==> src/rtl/mips_pkg.sv <==
// Shared MIPS branch-encoding definitions: default offset width, next-PC increment,
// word type and the sign-consistency helper used to judge offset range.
package mips_pkg;

    localparam int          IMM_W_DEF  = 16;
    localparam logic [31:0] PC_INC_DEF = 32'd4;
    localparam int          ERR_CNT_W  = 8;

    typedef logic [31:0] word_t;

    // True when every bit from position lsb up to bit 31 matches bit 31,
    // i.e. the value survives truncation to lsb+1 signed bits.
    function automatic logic hi_bits_uniform(input word_t w, input int lsb);
        logic ok;
        ok = 1'b1;
        for (int i = 0; i < 32; i++) begin
            if (i >= lsb && w[i] != w[31]) begin
                ok = 1'b0;
            end
        end
        return ok;
    endfunction

endpackage

==> src/rtl/boe_pipe_reg.sv <==
// Generic valid/ready register slice; accepts whenever empty or draining this cycle,
// holds its payload stable while stalled.
module boe_pipe_reg #(
    parameter int W = 8
) (
    input  logic         clk,
    input  logic         rst_n,
    input  logic         in_valid_i,
    output logic         in_ready_o,
    input  logic [W-1:0] in_data_i,
    output logic         out_valid_o,
    input  logic         out_ready_i,
    output logic [W-1:0] out_data_o
);

    logic         valid_q, valid_d;
    logic [W-1:0] data_q, data_d;

    assign in_ready_o  = !valid_q || out_ready_i;
    assign out_valid_o = valid_q;
    assign out_data_o  = data_q;

    always_comb begin
        valid_d = valid_q;
        data_d  = data_q;
        if (in_ready_o) begin
            valid_d = in_valid_i;
            if (in_valid_i) begin
                data_d = in_data_i;
            end
        end
    end

    always_ff @(posedge clk or negedge rst_n) begin
        if (!rst_n) begin
            valid_q <= 1'b0;
            data_q  <= '0;
        end else begin
            valid_q <= valid_d;
            data_q  <= data_d;
        end
    end

endmodule

==> src/rtl/branch_offset_encoder.sv <==
// Encodes (branch PC, byte target) into the signed word offset of a MIPS I-type branch.
// Optional error counter (err_clr / err_cnt ports) is enabled by defining BOE_ERR_CNT_EN.
module branch_offset_encoder
    import mips_pkg::*;
#(
    parameter int    IMM_W  = IMM_W_DEF,
    parameter word_t PC_INC = PC_INC_DEF
) (
    input  logic             clk,
    input  logic             rst_n,
    input  logic             in_valid,
    output logic             in_ready,
    input  logic [31:0]      in_pc,
    input  logic [31:0]      in_target,
    output logic             out_valid,
    input  logic             out_ready,
    output logic [IMM_W-1:0] out_imm,
    output logic [31:0]      out_imm_ext,
    output logic             out_misalign,
    output logic             out_range
`ifdef BOE_ERR_CNT_EN
    ,
    input  logic             err_clr,
    output logic [ERR_CNT_W-1:0] err_cnt
`endif
);

    localparam int S1_W = 64;
    localparam int S2_W = IMM_W + 2;

    logic [S1_W-1:0]  s1_data;
    logic             s1_valid;
    logic             s2_in_ready;
    word_t            s1_pc;
    word_t            s1_target;
    word_t            diff;
    logic [IMM_W-1:0] enc_imm;
    logic             enc_mis;
    logic             enc_rng;
    logic [S2_W-1:0]  s2_data;

    boe_pipe_reg #(.W(S1_W)) u_s1 (
        .clk         (clk),
        .rst_n       (rst_n),
        .in_valid_i  (in_valid),
        .in_ready_o  (in_ready),
        .in_data_i   ({in_pc, in_target}),
        .out_valid_o (s1_valid),
        .out_ready_i (s2_in_ready),
        .out_data_o  (s1_data)
    );

    assign {s1_pc, s1_target} = s1_data;

    // Offset is relative to the delay-slot address; modular arithmetic handles wrap-around.
    assign diff    = s1_target - (s1_pc + PC_INC);
    assign enc_imm = diff[IMM_W+1:2];
    assign enc_rng = !hi_bits_uniform(diff, IMM_W + 1);
    assign enc_mis = (|s1_pc[1:0]) | (|s1_target[1:0]);

    boe_pipe_reg #(.W(S2_W)) u_s2 (
        .clk         (clk),
        .rst_n       (rst_n),
        .in_valid_i  (s1_valid),
        .in_ready_o  (s2_in_ready),
        .in_data_i   ({enc_mis, enc_rng, enc_imm}),
        .out_valid_o (out_valid),
        .out_ready_i (out_ready),
        .out_data_o  (s2_data)
    );

    assign {out_misalign, out_range, out_imm} = s2_data;
    assign out_imm_ext = {{(32-IMM_W){out_imm[IMM_W-1]}}, out_imm};

`ifdef BOE_ERR_CNT_EN
    logic [ERR_CNT_W-1:0] err_cnt_q, err_cnt_d;
    logic                 err_fire;

    assign err_fire = out_valid && out_ready && (out_misalign || out_range);

    // Clear takes priority over a coincident error; count saturates instead of wrapping.
    always_comb begin
        err_cnt_d = err_cnt_q;
        if (err_clr) begin
            err_cnt_d = '0;
        end else if (err_fire && err_cnt_q != {ERR_CNT_W{1'b1}}) begin
            err_cnt_d = err_cnt_q + 1'b1;
        end
    end

    always_ff @(posedge clk or negedge rst_n) begin
        if (!rst_n) begin
            err_cnt_q <= '0;
        end else begin
            err_cnt_q <= err_cnt_d;
        end
    end

    assign err_cnt = err_cnt_q;
`endif

endmodule

==> config.mk <==
export PLATFORM = sky130hd
export DESIGN_NAME = branch_offset_encoder
export DESIGN_NICKNAME = d
export VERILOG_FILES = /design/src/rtl/mips_pkg.sv /design/src/rtl/boe_pipe_reg.sv /design/src/rtl/branch_offset_encoder.sv
export SDC_FILE = /design/constraint.sdc
export NUM_CORES = 1
export LEC_CHECK = 0
export BUFFER_PORTS_ARGS = -buffer_cell sky130_fd_sc_hd__buf_2
export CAP_MARGIN = 10
export CORE_ASPECT_RATIO = 0.7
export CORE_MARGIN = 1
export CORE_UTILIZATION = 42
export CTS_CLUSTER_DIAMETER = 100
export DETAILED_ROUTE_END_ITERATION = 7
export PLACE_DENSITY = 0.75
export SLEW_MARGIN = 20
export SYNTH_ARGS = -nofsm -noshare
export SYNTH_HDL_FRONTEND = slang
export SYNTH_HIERARCHICAL = 1
export SYNTH_SLANG_ARGS = --single-unit
export TNS_END_PERCENT = 50
==> constraint.sdc <==
create_clock -name clk -period 3.8 [get_ports clk]
set_clock_uncertainty 0.15 [all_clocks]
set_input_delay 0.19 -clock clk [delete_from_list [all_inputs] [get_ports clk]]
set_output_delay 0.19 -clock clk [all_outputs]
set_load 0.1 [all_outputs]
## Word level (Yosys, flattened, before mapping)

Index checks and enable logic that the tools add are counted.

- Multiply operators: 0
- Bitwise logic cells: 1
- Eq/ne operators: 14
- Div/mod/pow operators: 0
- $lt $le $gt $ge: 0
- Reduce and logical (&&, ||, !) cells: 9
- Muxes and demuxes: 14
- Shift operators: 0
- Add/subtract/negate cells: 2

Operators with widths:

| operator | count |
|---|---|
| adder 32 x 3 -> 32 bit, second input constant | 1 |
| subtractor 32 bit | 1 |
| two-way mux 1 bit | 14 |
| inequality test 1 bit | 14 |
| AND reduction 2 bit | 2 |
| OR reduction 2 bit | 2 |
| logical NOT 1 bit | 3 |
| logical OR 1 bit | 2 |
| bitwise OR 1 bit | 1 |

- Bits in read-only memories: 0
- Output and inout port bits: 52
- Flip-flop bits (word level): 84
- Bits of input ports: 68
- Bits in latches: 0
- Memory bits (writable): 0
- Memories: 0

## Depth between registers and ports, before layout

Gate-level depths: netlist of the first run.

- Depth in word-level cells: 18
- Mapped depth: 16

## By module

Netlist of the first run, hierarchy kept.

Modules (own cells, without submodules):

| module | times used | area an instance (um2) | cells an instance |
|---|---|---|---|
| branch_offset_encoder | 1 | 2723.9 | 404 |
| boe_pipe_reg (u_s1) | 1 | 2671.3 | 138 |
| boe_pipe_reg (u_s2) | 1 | 758.2 | 41 |

## Worst setup path after synthesis of the first run

Ideal clock, no wire load.

- Path kind: reg-to-reg
- Start point: register u_s1.data_q[2] (netlist: u_s1/out_data_o[2])
- End point: register u_s2.data_q[16] (netlist: u_s2/out_data_o[16])
- Slack: 0.075 ns
- Setup time: 0.126 ns
- Cell stages (with the launch flop): 15
- Data arrival time: 3.449 ns
- Required time: 3.524 ns
- Buffers on the path: 0
- Clock period less this slack: 3.725 ns
- Path through: dfrtp_1 -> inv_1 -> ha_1 -> fa_1 -> nor2b_4 -> o311a_1 -> o2111a_2 -> o211ai_2 -> a211o_4 -> a211oi_2 -> a211oi_2 -> or4b_1 -> mux2i_1 -> o221ai_1 -> mux2_2

- Cells in the longest elaborated chain, start to end: 17

RTL lines:

| element | line | text |
|---|---|---|
| start, declared | boe_pipe_reg.sv:17 | `logic [W-1:0] data_q, data_d;` |
| start signal, assigned | boe_pipe_reg.sv:40 | `data_q <= data_d;` |
| subtractor 32 bit (*) | branch_offset_encoder.sv:56 | `assign diff = s1_target - (s1_pc + PC_INC);` |
| inequality test 1 bit | mips_pkg.sv:17 | `if (i >= lsb && w[i] != w[31]) begin` |
| two-way mux 1 bit (13 in series) | mips_pkg.sv:17 |  |
| two-way mux 1 bit (*) | mips_pkg.sv:17 |  |
| logical NOT 1 bit (*) | branch_offset_encoder.sv:58 | `assign enc_rng = !hi_bits_uniform(diff, IMM_W + 1);` |
| net enc_rng | branch_offset_encoder.sv:39 | `logic enc_rng;` |
| end signal, assigned | boe_pipe_reg.sv:40 |  |
| end, declared | boe_pipe_reg.sv:17 |  |

Mark *: on every way through the listed nets, which the timed path passes. The rest lies on a longest branch.
A chain may end at the register's enable or synchronous reset.

## Worst setup path after layout of the first run

- Start point: register u_s1.data_q[1] (netlist: u_s1/out_data_o[1])
- End point: register u_s2.data_q[16] (netlist: u_s2/out_data_o[16])

Same word-level chain as after synthesis.

==> results of run 1 <==
-- kinds of logic (layout without fill, tap and decap cells) --
group	count (synthesis)	count (layout)
simple gates	95	95
buf+inv	136	325
mux	86	86
xor+xnor	24	24
compound gates	98	98
fa+ha+maj	60	60
flops	84	84
-- worst paths after layout --
kind / start / endpoint / slack (ps) / cells past startpoint
worst max-delay path: u_s1/out_data_o[1] / u_s2/out_data_o[16] / 40 / 14
min in group clk: u_s2/out_data_o[17] / u_s2/out_data_o[17] / 350 / 1
worst max register to register: u_s1/out_data_o[1] / u_s2/out_data_o[16] / 40 / 14
worst min-delay path: rst_n / u_s1/out_valid_o / 330 / 2
max in group asynchronous: rst_n / u_s2/out_data_o[15] / 2630 / 2
worst min register to register: u_s2/out_data_o[17] / u_s2/out_data_o[17] / 350 / 1
-- area by class of cell --
type / count / area [um^2]
Clock buffer: 10 / 239
Sequential cell: 84 / 2100
Tap cell: 190 / 238
Multi-Input combinational cell: 363 / 3480
Timing Repair Buffer: 218 / 1510
Inverter: 91 / 342
Clock inverter: 6 / 86.3
Fill cell: 1190 / 6100
-- routing by layer --
layer	vias up	part of all wire, %	GRT usage, %
met5	-	0	0
met4	0	1.2	4.57
met3	12	4.4	3.38
met2	122	43	28.7
met1	2126	51	26.7
li1	2349	-	-
-- worst reg2reg max path, stage by stage, from the launching register on --
cell and delay (ps):
dfrtp_1 410, ha_4 290, nand2_2 50, fa_2 390, nor2b_4 130, o311a_1 170
o2111a_2 260, o211ai_4 110, a211o_4 390, a211oi_2 210, a211oi_2 70, or4b_1 500
mux2i_1 140, o221ai_1 120, mux2_2 270
-- Yosys cell counts, types with 3 or more instances --
cell type	instances
a211oi_1	3
a21o_1	13
a21oi_1	34
a31oi_1	3
and3_1	3
buf_4	32
buf_6	7
clkbuf_1	6
dfrtp_1	84
ha_1	59
inv_1	91
mux2_2	13
mux2_4	70
mux2i_1	3
nand2_1	25
nand2b_1	5
nand3_1	4
nand4_1	5
nor2_1	17
nor2b_1	3
nor3_1	12
nor3b_1	3
o211ai_1	5
o21a_1	9
o21ai_0	14
or3_1	3
or4_1	3
xnor2_1	15
xor2_1	9
-- what timing repair did --
item | in CTS | in global routing
endpoints found under the setup margin | 1 | 1
hold buffers | 67 | 0
buffers inserted | 4 | 4
pin swaps | 7 | 11
hold endpoints to repair | 150 | 0
gates cloned | 0 | 0
gates resized for setup | 5 | 21
-- registers in the layout (all words and copies together), names as in the netlist --
name,count
u_s1/out_data_o,64
u_s2/out_data_o,18
u_s1/out_valid_o,1
u_s2/out_valid_o,1
-- through the flow --
step | hold slack (ps) | worst slack (ps)
6_report | 331 | 37.3
4_1_cts | 361 | -11.0
3_5_place_dp | 274 | -89.2
5_1_grt | 378 | -104
2_1_floorplan | -256 | 75.3
3_3_place_gp | 271 | -51.5
==> impl_metrics.toml, run 1 <==
[status]
status = "complete, no violations"

[setup_path]
crit_path_end_kind = "flop"
required_ps = 3870
cpLargestDelayFamily = "compound AO/OA/AOI/OAI gates"
critical_path_buf_inv_count = 0
crit_fanout = 5
critical_path_class = "reg2reg"
worst_path_max_delay_cell = "or4b_1"
slowest_delay_ps = 500
cp_cell_sequence = "ha_4, nand2_2, fa_2, nor2b_4, o311a_1, o2111a_2, o211ai_4, a211o_4, a211oi_2, a211oi_2, or4b_1, mux2i_1, o221ai_1, mux2_2"
cp-start-kind = "flop"
worst_path_most_repeated_cell = "a211oi_2"
worst-endpoint-arrival_ps = 3840

[floorplan]
io_pins = 120
die_width_um = 147
placementRows = 36
core_area_um2 = 14100
die_h_um = 103
fp.dieArea_um2 = 15100
initial_core_util_pct = 43.6

[synth]
synthAdderAreaFrac_pct = 12.3
yosys.area.top_type = "dfrtp_1"
synth_area_leaders = "dfrtp_1 (34%), mux2_4 (17%), ha_1 (12%), inv_1 (5.6%), buf_4 (3.9%)"
ys.flop_type = "dfrtp_1"
synthCells = 583
yosys.area_share.simple_pct = 8.48
synth_top_family_by_area = "multiplexers"
syn_area_um2 = 6150
synth.distinct_cells = 53
synthesis.nets = 711
synth_xor_xnor_area_share_pct = 3.42
yosys_warnings = 6
synth.avg_cell_area_um2 = 10.6
synth_compound_area_share_pct = 10.6
async_flop_share_pct = 100
seq_area_frac_synth_pct = 34.2
synth_edf_count = 0
synthDominantCellAreaShare_pct = 34.2
synth.area.mux_share_pct = 19.9
ys_ff_latch = 84

[global_routing]
grt_pass1_wl_um = 22000
grt_pass1_vias = 4456
overflow = 0
grt_usage_pct = 18.5
grt_max_degree = 85
grt_antenna_before_repair = 0

[final_layout]
mostFrequentLayoutCell = "buf_2"
mostFrequentLayoutCells = "buf_2 (118), inv_1 (90), dfrtp_1 (84), mux2_4 (70), dlygate4sd3_1 (67)"
finish.instance_area_um2 = 8000
utilization_pct = 56.8
area_delta_synth_final_pct = 30.1
drive_above_1_share_pct = 36.4
layout.nets = 895
final_cells = 962
num_antenna_cells = 0

[timing]
fmax_mhz = 266
slew-limit-headroom_pct = 47.2
fin_crit_ps = 3760
worst_pin_slew_ps = 792
finalSetupTns_ps = 0
hold_viol_final = 0
rsz0062_at_grt = "true"
setup_viol = 0
drv_slew = 0
period_share_pct = 99.0

[drt]
drtIter0Drc = 205
first_pass_iters = 5
routed_wl_um = 13400
antenna_left = 0
via_count = 4609
viasPerCell = 4.79
drc = 0
wire_per_inst_um = 14.0

[clocking]
htreeDepth = 3
clk_latency_ps = 340
cts_inserted_buffers = 9
cts_buffer_depth = 2
cts_root_buf = "clkbuf_16"
path_clk_slew_ps = 60
clock-sinks = 84
cts_tree = "done"

[min_path]
hold_path_class = "in2async"

[placement]
io_buffers = 119
place_congestion = 0.833
placed_cell_area_um2 = 6830
dp_cells = 871
dpl.hpwl_um = 9520

[flow_run]
maxCapViolations = 0
Power of run 1 is not shown: default switching activity piles up to over one toggle a cycle in this logic, so the estimate is an artifact.
==> run 2: changes to the inputs <==
- ABC_AREA: default -> 1
- PLACE_DENSITY: 0.75 -> 0.74
==> run 2 against run 1 <==
Compared with the run above:
- non-clock buffer count decreased by 32
- synthesized cell count increased by 77%
- largest cell class unchanged
- die area increased by 13%
- critical path depth increased by 7
- register-to-register slack improved by 700 ps
- cell count increased by 45%
- clock-buffer cell count decreased by 1
- via count increased by 45%
- hold slack got worse by 300 ps
- sequential share of layout area decreased by 1.0 points
- sequential cell count unchanged
==> impl_metrics.toml, run 2 <==
[status]
status = "complete, no violations"

[timing]
worst_pin_slew_ps = 830
slew-limit-headroom_pct = 44.7
setup_ws_ps = 741
fmax_mhz = 327
hold_viol_final = 0
setup_viol = 0
finalSetupTns_ps = 0
drv_slew = 0
rsz0062_at_grt = "false"
period_share_pct = 80.5
fin_crit_ps = 3060

[synth]
yosys.area.top_type = "dfrtp_1"
syn_area_um2 = 6950
yosys_warnings = 6
synthDominantCellAreaShare_pct = 30.2
synthCells = 1031
post-synth-top-count-cell = "nand2_1"
ys.flop_type = "dfrtp_1"
synth_edf_count = 0
ys_top_cells_by_count = "nand2_1 (375), inv_1 (176), nand3_1 (134), dfrtp_1 (84), ha_1 (59)"
synth.avg_cell_area_um2 = 6.74
synthesis.nets = 1159
async_flop_share_pct = 100
seq_area_frac_synth_pct = 30.2
ys_ff_latch = 84
synth.distinct_cells = 39
synth_area_leaders = "dfrtp_1 (30%), nand2_1 (20%), ha_1 (11%), nand3_1 (9.6%), inv_1 (9.5%)"

[global_routing]
grt_max_degree = 67
grt_pass1_wl_um = 30400
grt_usage_pct = 23.1
grt_antenna_before_repair = 0
overflow = 0
grt_pass1_vias = 6049

[power_and_ir_drop]
p_leak_nw = 4.90
power_density_nw_per_um2 = 866
ir_worst_vdd_v = 0.000841

[min_path]
holdPathEnd = "u_s1/out_data_o[1]"
hold_depth = 3
hold_path_startpoint = "in_target[1]"
hold_path_class = "in2reg"

[drt]
antenna_left = 0
first_pass_iters = 6
drtIter0Drc = 509
wire_per_inst_um = 13.4
drc = 0
viasPerCell = 4.78
routed_wl_um = 18700
via_count = 6663

[floorplan]
placementRows = 38
die_width_um = 156
fp.dieArea_um2 = 17100
core_area_um2 = 15800
initial_core_util_pct = 43.9
io_pins = 120
die_h_um = 110

[clocking]
cts_root_buf = "clkbuf_16"
path_clk_slew_ps = 80
post_cts_buffers = 0
ctsHoldBuffers = 63
cts_resized = 0
clk_latency_ps = 350
cts_inserted_buffers = 9
clock-sinks = 84
cts_buffer_depth = 2
cts_tree = "done"
htreeDepth = 3

[final_layout]
mostFrequentLayoutCell = "nand2_1"
layout.nets = 1296
largest_register_ffs = 64
area_delta_synth_final_pct = 19.7
mostFrequentLayoutCells = "nand2_1 (374), inv_1 (176), nand3_1 (134), buf_2 (118), dfrtp_1 (84)"
drive_above_1_share_pct = 14.7
num_antenna_cells = 0
fill_cells = 1573

[placement]
post-place-ws_ps = 742
dpl.hpwl_um = 13600
io_buffers = 119
place_congestion = 0.956

[setup_path]
crit_fanout = 3
critical_path_class = "reg2reg"
worst-endpoint-arrival_ps = 3160
cp-start-kind = "flop"
crit_path_end_kind = "flop"
r2r_slack_ps = 740
rr_worst_depth = 21
worstSetupStartpoint = "u_s1/out_data_o[33]"
worstReg2RegEnd = "u_s2/out_data_o[16]"
required_ps = 3900
reg2reg_from = "u_s1/out_data_o[33]"

[flow_run]
maxCapViolations = 0
==> run 2: cell types whose count changed after synthesis, sizes merged, moves of 5 or more <==
| cell | change |
|---|---|
| a21o | -13 |
| o211ai | -5 |
| inv | +89 |
| a211oi | -5 |
| nand2b | -7 |
| nand3 | +131 |
| mux2 | -83 |
| nand2 | +368 |
| nor2 | +29 |
| buf | +18 |
| o21a | -9 |
| xnor2 | -12 |
| o21ai | -13 |
| a21oi | -12 |
==> run 2: area by class of cell <==
type	count	area, um^2	share of cell area, %
clock buffers	9	225	2.71
repair buffers	186	1260	15.1
well taps	220	275	3.31
inverters	181	679	8.16
multi-input cells	706	3680	44.2
flip-flops and latches	84	2100	25.3
clock inverters	7	105	1.26
==> run 2: where the power goes <==
| group | internal [mW] | leakage [nW] | total [mW] | switching, mW |
|---|---|---|---|---|
| registers | 1.09 | 1.02 | 1.25 | 0.163 |
| logic | 1.11 | 3.71 | 4.96 | 3.85 |
| clock network | 0.587 | 0.159 | 0.998 | 0.411 |
| total | 2.78 | 4.90 | 7.20 | 4.42 |
==> run 2: cell families after synthesis <==
| logic type | after synthesis | synth area share, % |
|---|---|---|
| fa+ha+maj | 60 | 10.9 |
| simple gates | 599 | 37.4 |
| compound gates | 31 | 2.52 |
| flops | 84 | 30.2 |
| buf+inv | 241 | 16.9 |
| xor+xnor | 16 | 2.02 |
==> run 2: worst max-delay path: stages, from the launching register on <==
cell and delay (ps):
dfrtp_1 370, inv_1 50, ha_1 280, a21boi_0 240, inv_1 90, fa_1 410, inv_1 100, nand3_1 70
nand3_1 130, nand3_1 90, nand3_1 140, nand2_1 110, nand2_1 90, nand2_1 50, nand2_1 60, nand3_1 80
nand2_1 60, nand2_1 50, nor2_1 100, nand3_1 70, nand3_1 80, nand2_1 70
==> run 2: per-layer routing <==
metal  GRT usage, %  wire (um)  vias up
li1               -          -     3421
met1           34.6       9590     2977
met2           34.4       7490      249
met3           4.65       1470       16
met4           3.92        118        0
met5              0          0        -
==> run 2: worst max path at each step <==
stage                           to  slack, ps  cells past startpoint
5_1_grt        u_s2/out_data_o[16]        380                     21
2_1_floorplan  u_s2/out_data_o[16]       1080                     20
4_1_cts        u_s2/out_data_o[16]        740                     21
6_report       u_s2/out_data_o[16]        740                     21
3_5_place_dp   u_s2/out_data_o[16]        740                     21
3_3_place_gp   u_s2/out_data_o[16]        830                     20
==> run 2: through the flow <==
stage               instance area [um^2]  hold slack (ps)  util (%)  cells  power, mW
CTS                                 8320             6.45      52.6   1393       7.17
finish                              8320             32.8      52.6   1393       7.20
global route                        8320             28.4      52.6   1393       7.69
floorplan                           6950             -256         -   1031       5.45
detailed placement                  7360              184      46.5   1314       6.11
global placement                    7360              178      46.5   1314       6.05
(Power assumes the default switching activity.)
==> run 3: changes to the inputs <==
- ABC_AREA: 1 -> 0
- PLACE_DENSITY: 0.74 -> 0.75
- clock period: 3.8 -> 2.7 ns (I/O delays scaled with it)
==> run 3 against run 2 <==
Compared with the run above:
- the run now ends with setup timing left
- maximum frequency down 19%
- register-to-register slack worse by 1800 ps
- cell count down 22%
- routed wire length down 16%
- clock-buffer cell count up 2
- highest routed layer unchanged
==> impl_metrics.toml, run 3 (synthesized netlist as in run 1, its figures left out) <==
[clocking]
htreeDepth = 3
cts_root_buf = "clkbuf_16"
cts_buffer_depth = 2
cts_inserted_buffers = 9
clk_latency_ps = 340
clock-sinks = 84
path_clk_slew_ps = 70
cts_tree = "done"

[drt]
wire_per_inst_um = 14.5
first_pass_iters = 5
viasPerCell = 4.83
antenna_left = 0
routed_wl_um = 15700
via_count = 5215
drc = 0
drtIter0Drc = 313

[global_routing]
overflow = 0
grt_usage_pct = 20.4
grt_use_met1_pct = 28.2
grt_antenna_before_repair = 0
grt_pass1_vias = 4968
grt_pass1_wl_um = 24400
grtUsageMet3_pct = 3.03
grt_max_degree = 65
grt_use_met2_pct = 33.5
busiest_layer = "met2"

[floorplan]
die_width_um = 147
core_area_um2 = 14100
die_h_um = 103
initial_core_util_pct = 43.6
io_pins = 120
fp.dieArea_um2 = 15100
placementRows = 36

[power_and_ir_drop]
p_leak_nw = 4.63
p_total_mw = 10.8
power_density_nw_per_um2 = 1200
ir_worst_vdd_v = 0.000749

[final_layout]
num_antenna_cells = 0
drive_above_1_share_pct = 46.1
mostFrequentLayoutCells = "buf_4 (145), buf_2 (118), inv_1 (86), dfrtp_1 (84), mux2_4 (71)"
utilization_pct = 63.8
area_delta_synth_final_pct = 46.1
largest_register_ffs = 64
fill_cells = 1053
layout.nets = 1013
mostFrequentLayoutCell = "buf_4"

[placement]
dpl.hpwl_um = 10600
io_buffers = 119
place_congestion = 0.855

[setup_path]
cpLargestDelayFamily = "simple AND/OR/NAND/NOR gates"
crit_fanout = 4
critical_path_buf_inv_count = 3
required_ps = 2780
critical_path_class = "reg2reg"
slowest_delay_ps = 550
cp_cell_sequence = "inv_1, ha_4, inv_1, ha_4, nor2b_4, o311a_1, o2111a_2, o211ai_2, buf_4, a21oi_4, mux2i_1, or4_4, nor2_1, and4bb_1, o221ai_1, mux2_2"
worst-endpoint-arrival_ps = 3850
crit_path_end_kind = "flop"
cp-start-kind = "flop"
worst_path_max_delay_cell = "or4_4"

[timing]
setup_ws_ps = -1070
rsz0062_at_grt = "true"
period_share_pct = 139
drv_slew = 0
setup_viol = 4
fmax_mhz = 266
hold_viol_final = 0
fin_crit_ps = 3770
slew-limit-headroom_pct = 61.0
worst_pin_slew_ps = 582

[min_path]
hold_path_class = "in2async"

[flow_run]
maxCapViolations = 0

[status]
failed_checks = "setup timing"
status = "finished with violations"
[run 3: cell types whose count changed in the layout (fill, tap and decap cells not counted), moves of 9 or more]
cell and change:
xnor2_1 +12, nand2_2 -12, buf_4 +140, mux2_4 +71, o21a_1 +9, a21o_1 +13, mux2_2 +12, nand2_1 -351
o21ai_0 +9, nand3_1 -130, nor2_1 -28, inv_1 -90
[run 3: power by group]
| part | internal, mW | total [mW] | leakage (nW) | switching, mW |
|---|---|---|---|---|
| registers | 1.53 | 1.75 | 0.973 | 0.220 |
| clock network | 0.769 | 1.29 | 0.152 | 0.522 |
| logic | 2.72 | 7.76 | 3.51 | 5.04 |
| total | 5.03 | 10.8 | 4.63 | 5.78 |
[run 3: layer usage]
layer	vias to the layer above	share of wire (%)
met5	-	0
met4	0	2.0
met3	24	4.6
met2	181	45
met1	2443	48
li1	2567	-
[run 3: worst paths after layout]
check | start | to | slack, ps | cells past startpoint
max in group asynchronous | rst_n | u_s2/out_data_o[9] | 1590 | 3
max | u_s1/out_data_o[2] | u_s2/out_data_o[16] | -1070 | 16
min reg2reg | u_s2/out_data_o[17] | u_s2/out_data_o[17] | 350 | 1
min in group clk | u_s2/out_data_o[17] | u_s2/out_data_o[17] | 350 | 1
max reg2reg | u_s1/out_data_o[2] | u_s2/out_data_o[16] | -1070 | 16
min | rst_n | u_s1/out_data_o[10] | 190 | 2
[run 3: what timing repair did]
item / 4_1_cts / 5_1_grt
pin swaps: 10 / 22
resized for setup: 11 / 33
hold buffers: 67 / 0
hold endpoints to repair: 105 / 0
endpoints found under the setup margin: 5 / 8
buffers inserted: 7 / 12
[run 3: worst reg2reg max path, stage by stage (launching register included)]
cell      delay (ps)
dfrtp_1          380
inv_1            120
ha_4             150
inv_1             60
ha_4             250
nor2b_4          130
o311a_1          320
o2111a_2         280
o211ai_2         180
buf_4            160
a21oi_4           60
mux2i_1          160
or4_4            550
nor2_1           120
and4bb_1         200
o221ai_1         120
mux2_2           270
[run 3: metrics by stage]
step           hold slack (ps)  setup slack, ps  setup TNS (ps)  area, um^2  cells
2_1_floorplan             -311             -957           -1420        6160    583
3_3_place_gp             -3.28            -1050           -1890        7660    978
3_5_place_dp              4.88            -1110           -2190        7660    978
4_1_cts                    185            -1070           -1920        8760   1068
5_1_grt                    243            -1210           -2870        8990   1080
6_report                   193            -1070           -2350        8990   1080
[run 3: cell type report]
| type | count | area (um^2) | share of cell area [%] |
|---|---|---|---|
| inverters | 91 | 342 | 3.80 |
| well taps | 190 | 238 | 2.64 |
| flip-flops and latches | 84 | 2100 | 23.4 |
| clock inverters | 5 | 60.1 | 0.668 |
| multi-input cells | 363 | 3560 | 39.6 |
| clock buffers | 11 | 253 | 2.81 |
| repair buffers | 336 | 2430 | 27.1 |
